$ cat config.mk
export PLATFORM = sky130hd
export DESIGN_NAME = cond_logic
export DESIGN_NICKNAME = d
export VERILOG_FILES = /design/src/rtl/arm_cond_pkg.sv /design/src/rtl/cond_check.sv /design/src/rtl/cond_logic.sv
export SDC_FILE = /design/constraint.sdc
export NUM_CORES = 1
export LEC_CHECK = 0
export ABC_AREA = 1
export ABC_CLOCK_PERIOD_IN_PS = 1800
export BUFFER_PORTS_ARGS = -buffer_cell sky130_fd_sc_hd__buf_4
export CAP_MARGIN = 5
export CORE_MARGIN = 2
export CORE_UTILIZATION = 30
export DETAILED_ROUTE_END_ITERATION = 10
export GPL_TIMING_DRIVEN = 0
export HOLD_SLACK_MARGIN = 0.08
export PLACE_DENSITY_LB_ADDON = 0.3
export SYNTH_ARGS = -nofsm -noshare
export SYNTH_HDL_FRONTEND = slang
export SYNTH_SLANG_ARGS = --single-unit
$ cat constraint.sdc
create_clock -name clk -period 1.8 [get_ports clk]
set_clock_uncertainty 0.1 [all_clocks]
set_input_delay 0.09 -clock clk [delete_from_list [all_inputs] [get_ports clk]]
set_output_delay 0.09 -clock clk [all_outputs]
set_load 0.01 [all_outputs]
$ cat src/rtl/arm_cond_pkg.sv
// Shared condition/flag definitions for the ARM datapath (decoder and cond_logic).
// Flag order within flags_t: N=3, Z=2, C=1, V=0.
package arm_cond_pkg;

  localparam int unsigned FLAG_W = 4;
  localparam int unsigned COND_W = 4;

  typedef logic [FLAG_W-1:0] flags_t;

  localparam int unsigned FLAG_N = 3;
  localparam int unsigned FLAG_Z = 2;
  localparam int unsigned FLAG_C = 1;
  localparam int unsigned FLAG_V = 0;

  localparam logic [COND_W-1:0] COND_EQ = 4'b0000;
  localparam logic [COND_W-1:0] COND_NE = 4'b0001;
  localparam logic [COND_W-1:0] COND_CS = 4'b0010;
  localparam logic [COND_W-1:0] COND_CC = 4'b0011;
  localparam logic [COND_W-1:0] COND_MI = 4'b0100;
  localparam logic [COND_W-1:0] COND_PL = 4'b0101;
  localparam logic [COND_W-1:0] COND_VS = 4'b0110;
  localparam logic [COND_W-1:0] COND_VC = 4'b0111;
  localparam logic [COND_W-1:0] COND_HI = 4'b1000;
  localparam logic [COND_W-1:0] COND_LS = 4'b1001;
  localparam logic [COND_W-1:0] COND_GE = 4'b1010;
  localparam logic [COND_W-1:0] COND_LT = 4'b1011;
  localparam logic [COND_W-1:0] COND_GT = 4'b1100;
  localparam logic [COND_W-1:0] COND_LE = 4'b1101;
  localparam logic [COND_W-1:0] COND_AL = 4'b1110;
  localparam logic [COND_W-1:0] COND_NV = 4'b1111;

endpackage

$ cat src/rtl/cond_check.sv
// Combinational condition evaluator: maps the instruction condition field and
// the stored NZCV flags to a pass/fail bit.
//   cond    in  4  instruction bits [31:28]
//   flags   in  4  stored NZCV
//   cond_ex out 1  condition passed (1111 always fails)
module cond_check
  import arm_cond_pkg::*;
(
  input  logic [3:0] cond,
  input  logic [3:0] flags,
  output logic       cond_ex
);

  logic n, z, c, v;
  logic ge;

  assign n  = flags[2'(FLAG_N)];
  assign z  = flags[2'(FLAG_Z)];
  assign c  = flags[2'(FLAG_C)];
  assign v  = flags[2'(FLAG_V)];
  assign ge = (n == v);

  // One arm per condition code
  always_comb begin
    cond_ex = 1'b0;
    unique case (cond)
      COND_EQ: cond_ex = z;
      COND_NE: cond_ex = !z;
      COND_CS: cond_ex = c;
      COND_CC: cond_ex = !c;
      COND_MI: cond_ex = n;
      COND_PL: cond_ex = !n;
      COND_VS: cond_ex = v;
      COND_VC: cond_ex = !v;
      COND_HI: cond_ex = c && !z;
      COND_LS: cond_ex = !c || z;
      COND_GE: cond_ex = ge;
      COND_LT: cond_ex = !ge;
      COND_GT: cond_ex = !z && ge;
      COND_LE: cond_ex = z || !ge;
      COND_AL: cond_ex = 1'b1;
      COND_NV: cond_ex = 1'b0;
      default: cond_ex = 1'b0;
    endcase
  end

endmodule

$ cat src/rtl/cond_logic.sv
// Condition and flag stage: holds NZCV, evaluates the current instruction's
// condition and gates the decoder's write/branch enables.
//   clk, reset   clock and synchronous active-high reset
//   Cond         instruction condition field
//   ALUFlagsIn   NZCV from the ALU for this instruction
//   FlagW        [1] writes N,Z  [0] writes C,V
//   PCS/RegW/MemW/NoWrite  decoder requests
//   PCSrc/RegWrite/MemWrite gated enables (combinational)
//   CondEx       condition passed (combinational)
//   ZFlag/Flags  stored Z / stored NZCV
module cond_logic
  import arm_cond_pkg::*;
(
  input  logic       clk,
  input  logic       reset,
  input  logic [3:0] Cond,
  input  logic [3:0] ALUFlagsIn,
  input  logic [1:0] FlagW,
  input  logic       PCS,
  input  logic [1:0] RegW,
  input  logic       MemW,
  input  logic       NoWrite,
  output logic       PCSrc,
  output logic [1:0] RegWrite,
  output logic       MemWrite,
  output logic       CondEx,
  output logic       ZFlag,
  output logic [3:0] Flags
);

  flags_t flags_q;
  logic   cond_pass;

  cond_check u_cond_check (
    .cond    (Cond),
    .flags   (flags_q),
    .cond_ex (cond_pass)
  );

  // Gated enables; all forced low while reset is held
  always_comb begin
    CondEx   = 1'b0;
    PCSrc    = 1'b0;
    MemWrite = 1'b0;
    RegWrite = 2'b00;
    if (!reset) begin
      CondEx   = cond_pass;
      PCSrc    = PCS && cond_pass;
      MemWrite = MemW && cond_pass;
      RegWrite = RegW & {2{cond_pass && !NoWrite}};
    end
  end

  // Flag register: groups written independently, only when the condition passes
  always_ff @(posedge clk) begin
    if (reset) begin
      flags_q <= '0;
    end else begin
      if (FlagW[1] && cond_pass) begin
        flags_q[2'(FLAG_N)] <= ALUFlagsIn[2'(FLAG_N)];
        flags_q[2'(FLAG_Z)] <= ALUFlagsIn[2'(FLAG_Z)];
      end
      if (FlagW[0] && cond_pass) begin
        flags_q[2'(FLAG_C)] <= ALUFlagsIn[2'(FLAG_C)];
        flags_q[2'(FLAG_V)] <= ALUFlagsIn[2'(FLAG_V)];
      end
    end
  end

  assign ZFlag = flags_q[2'(FLAG_Z)];
  assign Flags = flags_q;

endmodule

# --- Word level (Yosys, flattened, before mapping) ---
# Index checks and enable logic that the tools add are counted.
totals:
  ff_bits: 4
  latch_bits: 0
  ram_bits: 0
  mem_bits_ro: 0
  inputBits: 17
  mem_count: 0
classes:
  n_addsub: 0
  mul: 0
  div: 0
  magnitude_cmp: 0
  n_eq_ne: 16
  n_shift: 0
  muxes: 5
  bitwise_logic: 1
  n_reduce_logical: 16
ops:
  columns: ["cell", "count"]
  rows:
  - ["equality test 4 bit (second input constant)", 8]
  - ["equality test 4 x 3 -> 1 bit (second input constant)", 4]
  - ["one-hot mux 1 bit (16 select lines)", 1]
  - ["equality test 4 x 2 -> 1 bit (second input constant)", 2]
  - ["logical AND 1 bit", 7]
  - ["logical NOT 1 bit", 6]
  - ["equality test 4 x 1 -> 1 bit (second input constant)", 1]
  - ["logical NOT 4 bit", 1]
  - ["two-way mux 1 bit", 3]
  - ["AND 2 bit", 1]
  - ["logical OR 1 bit", 2]
  - ["two-way mux 2 bit", 1]
  - ["equality test 1 bit", 1]

# --- Longest topological paths before layout ---
logic_depth:
  ltp_word: 7
  ltp_mapped: 13
  depth_no_buf: 13

# --- Modules after synthesis ---
# Synthesis repeated with hierarchy kept, for this count alone.
unflattened:
  cells_unflattened: 83
  hier_area_um2: 419.2
modules_own_cells:
  columns: ["mod", "n_inst", "cells_each", "area_each_um2", "seq_area_each_um2"]
  rows:
  - ["cond_logic", 1, 38, 214.0, 80.1]
  - ["cond_check", 1, 45, 205.2, 0.0]

# --- Worst setup path before layout ---
# OpenSTA, ideal clock, no wires.
synth_path:
  path_type: "register -> output"
  startpoint: "register flags_q[3], in the netlist Flags[3]"
  endpoint: "output port MemWrite"
  arrival_ns: 1.287
  t_required_ns: 1.610
  path_slack_ns: 0.323
  path_stages_with_launch: 11
  n_path_buf: 0
  cell_sequence: "dfxtp_1 inv_1 nand2_1 nand2_1 o21ai_1 nand2_1 nand3_2 nand2_2 nand2_4 nand3_2 nor2_1"
synth_between:
  elab_chain_cells: 6
synth_rtl:
  columns: ["item", "line_no", "rtl"]
  rows:
  - ["from (decl)", "cond_logic.sv:31", "flags_t flags_q;"]
  - ["from (signal, indexed assignment)", "cond_logic.sv:60", "flags_q[2'(FLAG_N)] <= ALUFlagsIn[2'(FLAG_N)];"]
  - ["from (signal, indexed assignment)", "cond_logic.sv:61", "flags_q[2'(FLAG_Z)] <= ALUFlagsIn[2'(FLAG_Z)];"]
  - ["from (signal, indexed assignment)", "cond_logic.sv:64", "flags_q[2'(FLAG_C)] <= ALUFlagsIn[2'(FLAG_C)];"]
  - ["equality test 1 bit", "cond_check.sv:21", "assign ge = (n == v);"]
  - ["logical NOT 1 bit", "cond_check.sv:38, cond_check.sv:40", null]
  - ["logical OR 1 bit", "cond_check.sv:40", "COND_LE: cond_ex = z || !ge;"]
  - ["one-hot mux 1 bit (16 select lines) (*)", "cond_check.sv:26", "unique case (cond)"]
  - ["logical AND 1 bit (*)", "cond_logic.sv:49", "MemWrite = MemW && cond_pass;"]
  - ["two-way mux 1 bit (*)", "cond_logic.sv:46", "if (!reset) begin"]
  - ["to (decl)", "cond_logic.sv:25", "output logic MemWrite,"]
# Mark *: on every way between the ends. The rest lies on a longest branch, timed or not.

# --- Final worst setup path ---
layout_path:
  startpoint: "register flags_q[0], in the netlist Flags[0]"
  endpoint: "output port MemWrite"
# The elaborated chain is that of the path after synthesis.

==> reports/metrics.yaml <==
min_period_over_period_pct: 97.1
cts.clk_slew.worst_paths_ns: 0.04
final.setup.worst_slack_ns: 0.0519
largest_net_degree_at_the_start_of_global_routing: 9
synth_cells: 90
synth-seq-area-share_pct: 17.0
ios: 27
critical_path.most_common_cell: "sky130_fd_sc_hd__nand2_2"
start_util_pct: 31.6
place.detailed.instances: 132
worstSetupEndpointType: "output pin"
post-route-min-period_ns: 1.75
p_clk_share_pct: 25.9
vdd_drop_max_mv: 0.264
chipHeight_um: 43.6
drt-pass1-iter-count: 4
route.detailed.vias_per_inst: 4.69
power.combinational.fraction_pct: 49.4
critical_path_class: "flip-flop to output pin"
crit_path_leading_delay_family: "simple AND/OR/NAND/NOR gates"
place_congestion: 0.857
port_buffers: 26
placement.setup.worst_slack_ns: 0.169
p_sw_share_pct: 37.2
htree_levels: 1
placed_cell_area_um2: 686
synth.yosys.warnings: 0
first_global_vias: 547
path_cells: "inv_2 -> nand2_2 -> nand2_2 -> o21ai_1 -> nand2_1 -> nand3_2 -> nand2_2 -> nand2_4 -> nand3_4 -> nor2_2 -> buf_4"
p_leak_nw: 0.478
maxSlewHeadroom_pct: 78.0
post-layout-total-power_mw: 0.457
met2WireLength_um: 669
post_synthesis_cell_area_um2: 470
yosys_register_bits: 4
largest_register_ffs: 4
final.hold.worst_slack_ns: 0.0789
maxSlewViolCount: 0
power_density_mw_per_mm2: 550
cts_tree: "yes"
final.fill_count: 150
fmaxAchievable_ghz: 0.572
stdcell_area_um2: 830
avgSynthCellArea_um2: 5.23
drt-total-wl_um: 1380
layout_commonest_cell: "sky130_fd_sc_hd__buf_4"
max_used_layer: "met4"
cts_buffers: 3
outcome: "finished, final reports clean"
detail_route.wl_per_cell_um: 9.62
met3_length_um: 122
antenna-diode-count: 0
worst_path_bufs_invs: 2
cts_buffer_depth: 2
critical_path.max_stage_delay_ns: 0.34
p_sw_mw: 0.170
count_of_vias_placed_by_the_detailed_router: 671
detailedPlacementHpwl_um: 960
met1_length_um: 533
globalRoute.totalOverflow: 0
clock-root-buffer: "sky130_fd_sc_hd__clkbuf_4"
finalSetupViolations: 0
cts.sinks: 4
route.detailed.drc: 0
core_area_mm2: 0.00149
antenna_found_initial: 0
grt_use_total_pct: 15.6
setup.worst_path.start_class: "flip-flop"
worstHoldPathType: "input pin to flip-flop"
seq_pwr_share_pct: 24.7
master_of_the_slowest_instance_on_the_critical_path: "sky130_fd_sc_hd__dfxtp_2"
rsz0062_at_grt: "yes"
finalHoldViolations: 0
layout-drive-gt1-share_pct: 45.7
floorplan.die.width_um: 43.6
fin_nets: 146
clkLatencyLatePin_ns: 0.25
critical_path_required_ns: 1.61
worst_ep_arrival_time_ns: 1.56
internal_power_mw: 0.287
core.rowCount: 14
grt_pass1_wl_um: 2140
crit_path_max_fanout: 5
floorplan.die_area_mm2: 0.00190
nets_in_the_synthesized_netlist: 107
timing_worst_slew_pin_value_ns: 0.330
drtAntennaViolNets: 0
detailedRoute.firstIterationViolations: 8
mostFrequentLayoutCells: "sky130_fd_sc_hd__buf_4, sky130_fd_sc_hd__nand2_1, sky130_fd_sc_hd__inv_1"
finish.cell_count_without_fillers: 143
post_synth_num_cell_types: 16
drv_cap: 0
area_growth_pct: 76.3
-- routing by layer --
layer / vias to the layer above / global-route usage (%)
met5: - / 0
met4: 0 / 14.5
met3: 5 / 3.33
met2: 28 / 25.0
met1: 291 / 16.8
li1: 347 / -
-- cells in the mapped netlist --
cell	instances	area [um2]
sky130_fd_sc_hd__nand2_4	1	11.3
sky130_fd_sc_hd__nor3_2	1	10.0
sky130_fd_sc_hd__nand3_1	4	20.0
sky130_fd_sc_hd__dfxtp_1	4	80.1
sky130_fd_sc_hd__a21oi_1	1	5.00
sky130_fd_sc_hd__inv_1	18	67.6
sky130_fd_sc_hd__nor2_1	13	48.8
sky130_fd_sc_hd__or2_1	1	6.26
sky130_fd_sc_hd__nand2_2	1	6.26
sky130_fd_sc_hd__nand4_1	4	25.0
sky130_fd_sc_hd__nand3_2	4	40.0
sky130_fd_sc_hd__o21ai_1	2	10.0
sky130_fd_sc_hd__inv_2	3	11.3
sky130_fd_sc_hd__nand2_1	31	116
sky130_fd_sc_hd__buf_4	1	7.51
sky130_fd_sc_hd__o21ai_0	1	5.00
-- power groups by stage --
| stage | Sequential (mW) | Clock (mW) | Combinational (mW) |
|---|---|---|---|
| CTS | 0.112 | 0.117 | 0.203 |
| global placement | 0.112 | 0 | 0.183 |
| global route | 0.114 | 0.127 | 0.252 |
| floorplan | 0.114 | 0 | 0.106 |
| detailed placement | 0.112 | 0 | 0.185 |
| finish | 0.113 | 0.118 | 0.225 |
-- final timing paths --
check | start | end | slack, ns | cells past startpoint
max | Flags[0] | MemWrite | 0.05 | 11
min | ALUFlagsIn[1] | Flags[1] | 0.08 | 5
max reg2reg | Flags[0] | Flags[1] | 0.26 | 13
min reg2reg | Flags[1] | Flags[1] | 0.44 | 4
-- through the flow --
step                utilization (%)  TNS, ns
global placement               46.1        0
global route                   55.7   -0.143
finish                         55.7        0
detailed placement             46.1        0
CTS                            52.1        0
floorplan                         -        0
-- repair_timing --
item,4_1_cts,5_1_grt
endpoints found under the hold margin,4,0
resized for setup,3,16
setup endpoints to repair,5,5
hold buffers,5,0
setup buffers,1,2
pin swaps,2,9
-- final cells by class --
class	instances	area (um2)	area share, %
repair buffers	34	272	32.7
flip-flops and latches	4	86.3	10.4
well taps	16	20.0	2.41
plain buffers	1	7.51	0.905
clock buffers	3	22.5	2.71
inverters	21	78.8	9.50
multi-input cells	64	343	41.3
-- worst reg2reg max path, stage by stage (launching register included) --
cell and delay [ns]:
sky130_fd_sc_hd__dfxtp_2 0.34, sky130_fd_sc_hd__inv_2 0.06, sky130_fd_sc_hd__nand2_2 0.06, sky130_fd_sc_hd__o21ai_2 0.06, sky130_fd_sc_hd__or2_1 0.24, sky130_fd_sc_hd__nand3_2 0.06
sky130_fd_sc_hd__nand2_2 0.05, sky130_fd_sc_hd__inv_2 0.06, sky130_fd_sc_hd__nand2_4 0.05, sky130_fd_sc_hd__buf_4 0.15, sky130_fd_sc_hd__nand3_2 0.06, sky130_fd_sc_hd__nand2_1 0.05
sky130_fd_sc_hd__inv_1 0.04, sky130_fd_sc_hd__nor2_1 0.04
-- kinds of logic (layout without fill, tap and decap cells) --
| group | Yosys count | after routing | share of synthesized area (%) |
|---|---|---|---|
| compound gates | 4 | 4 | 4.25 |
| buf+inv | 22 | 59 | 18.4 |
| flops | 4 | 4 | 17.0 |
| simple gates | 60 | 60 | 60.4 |
(Power assumes the default switching activity.)
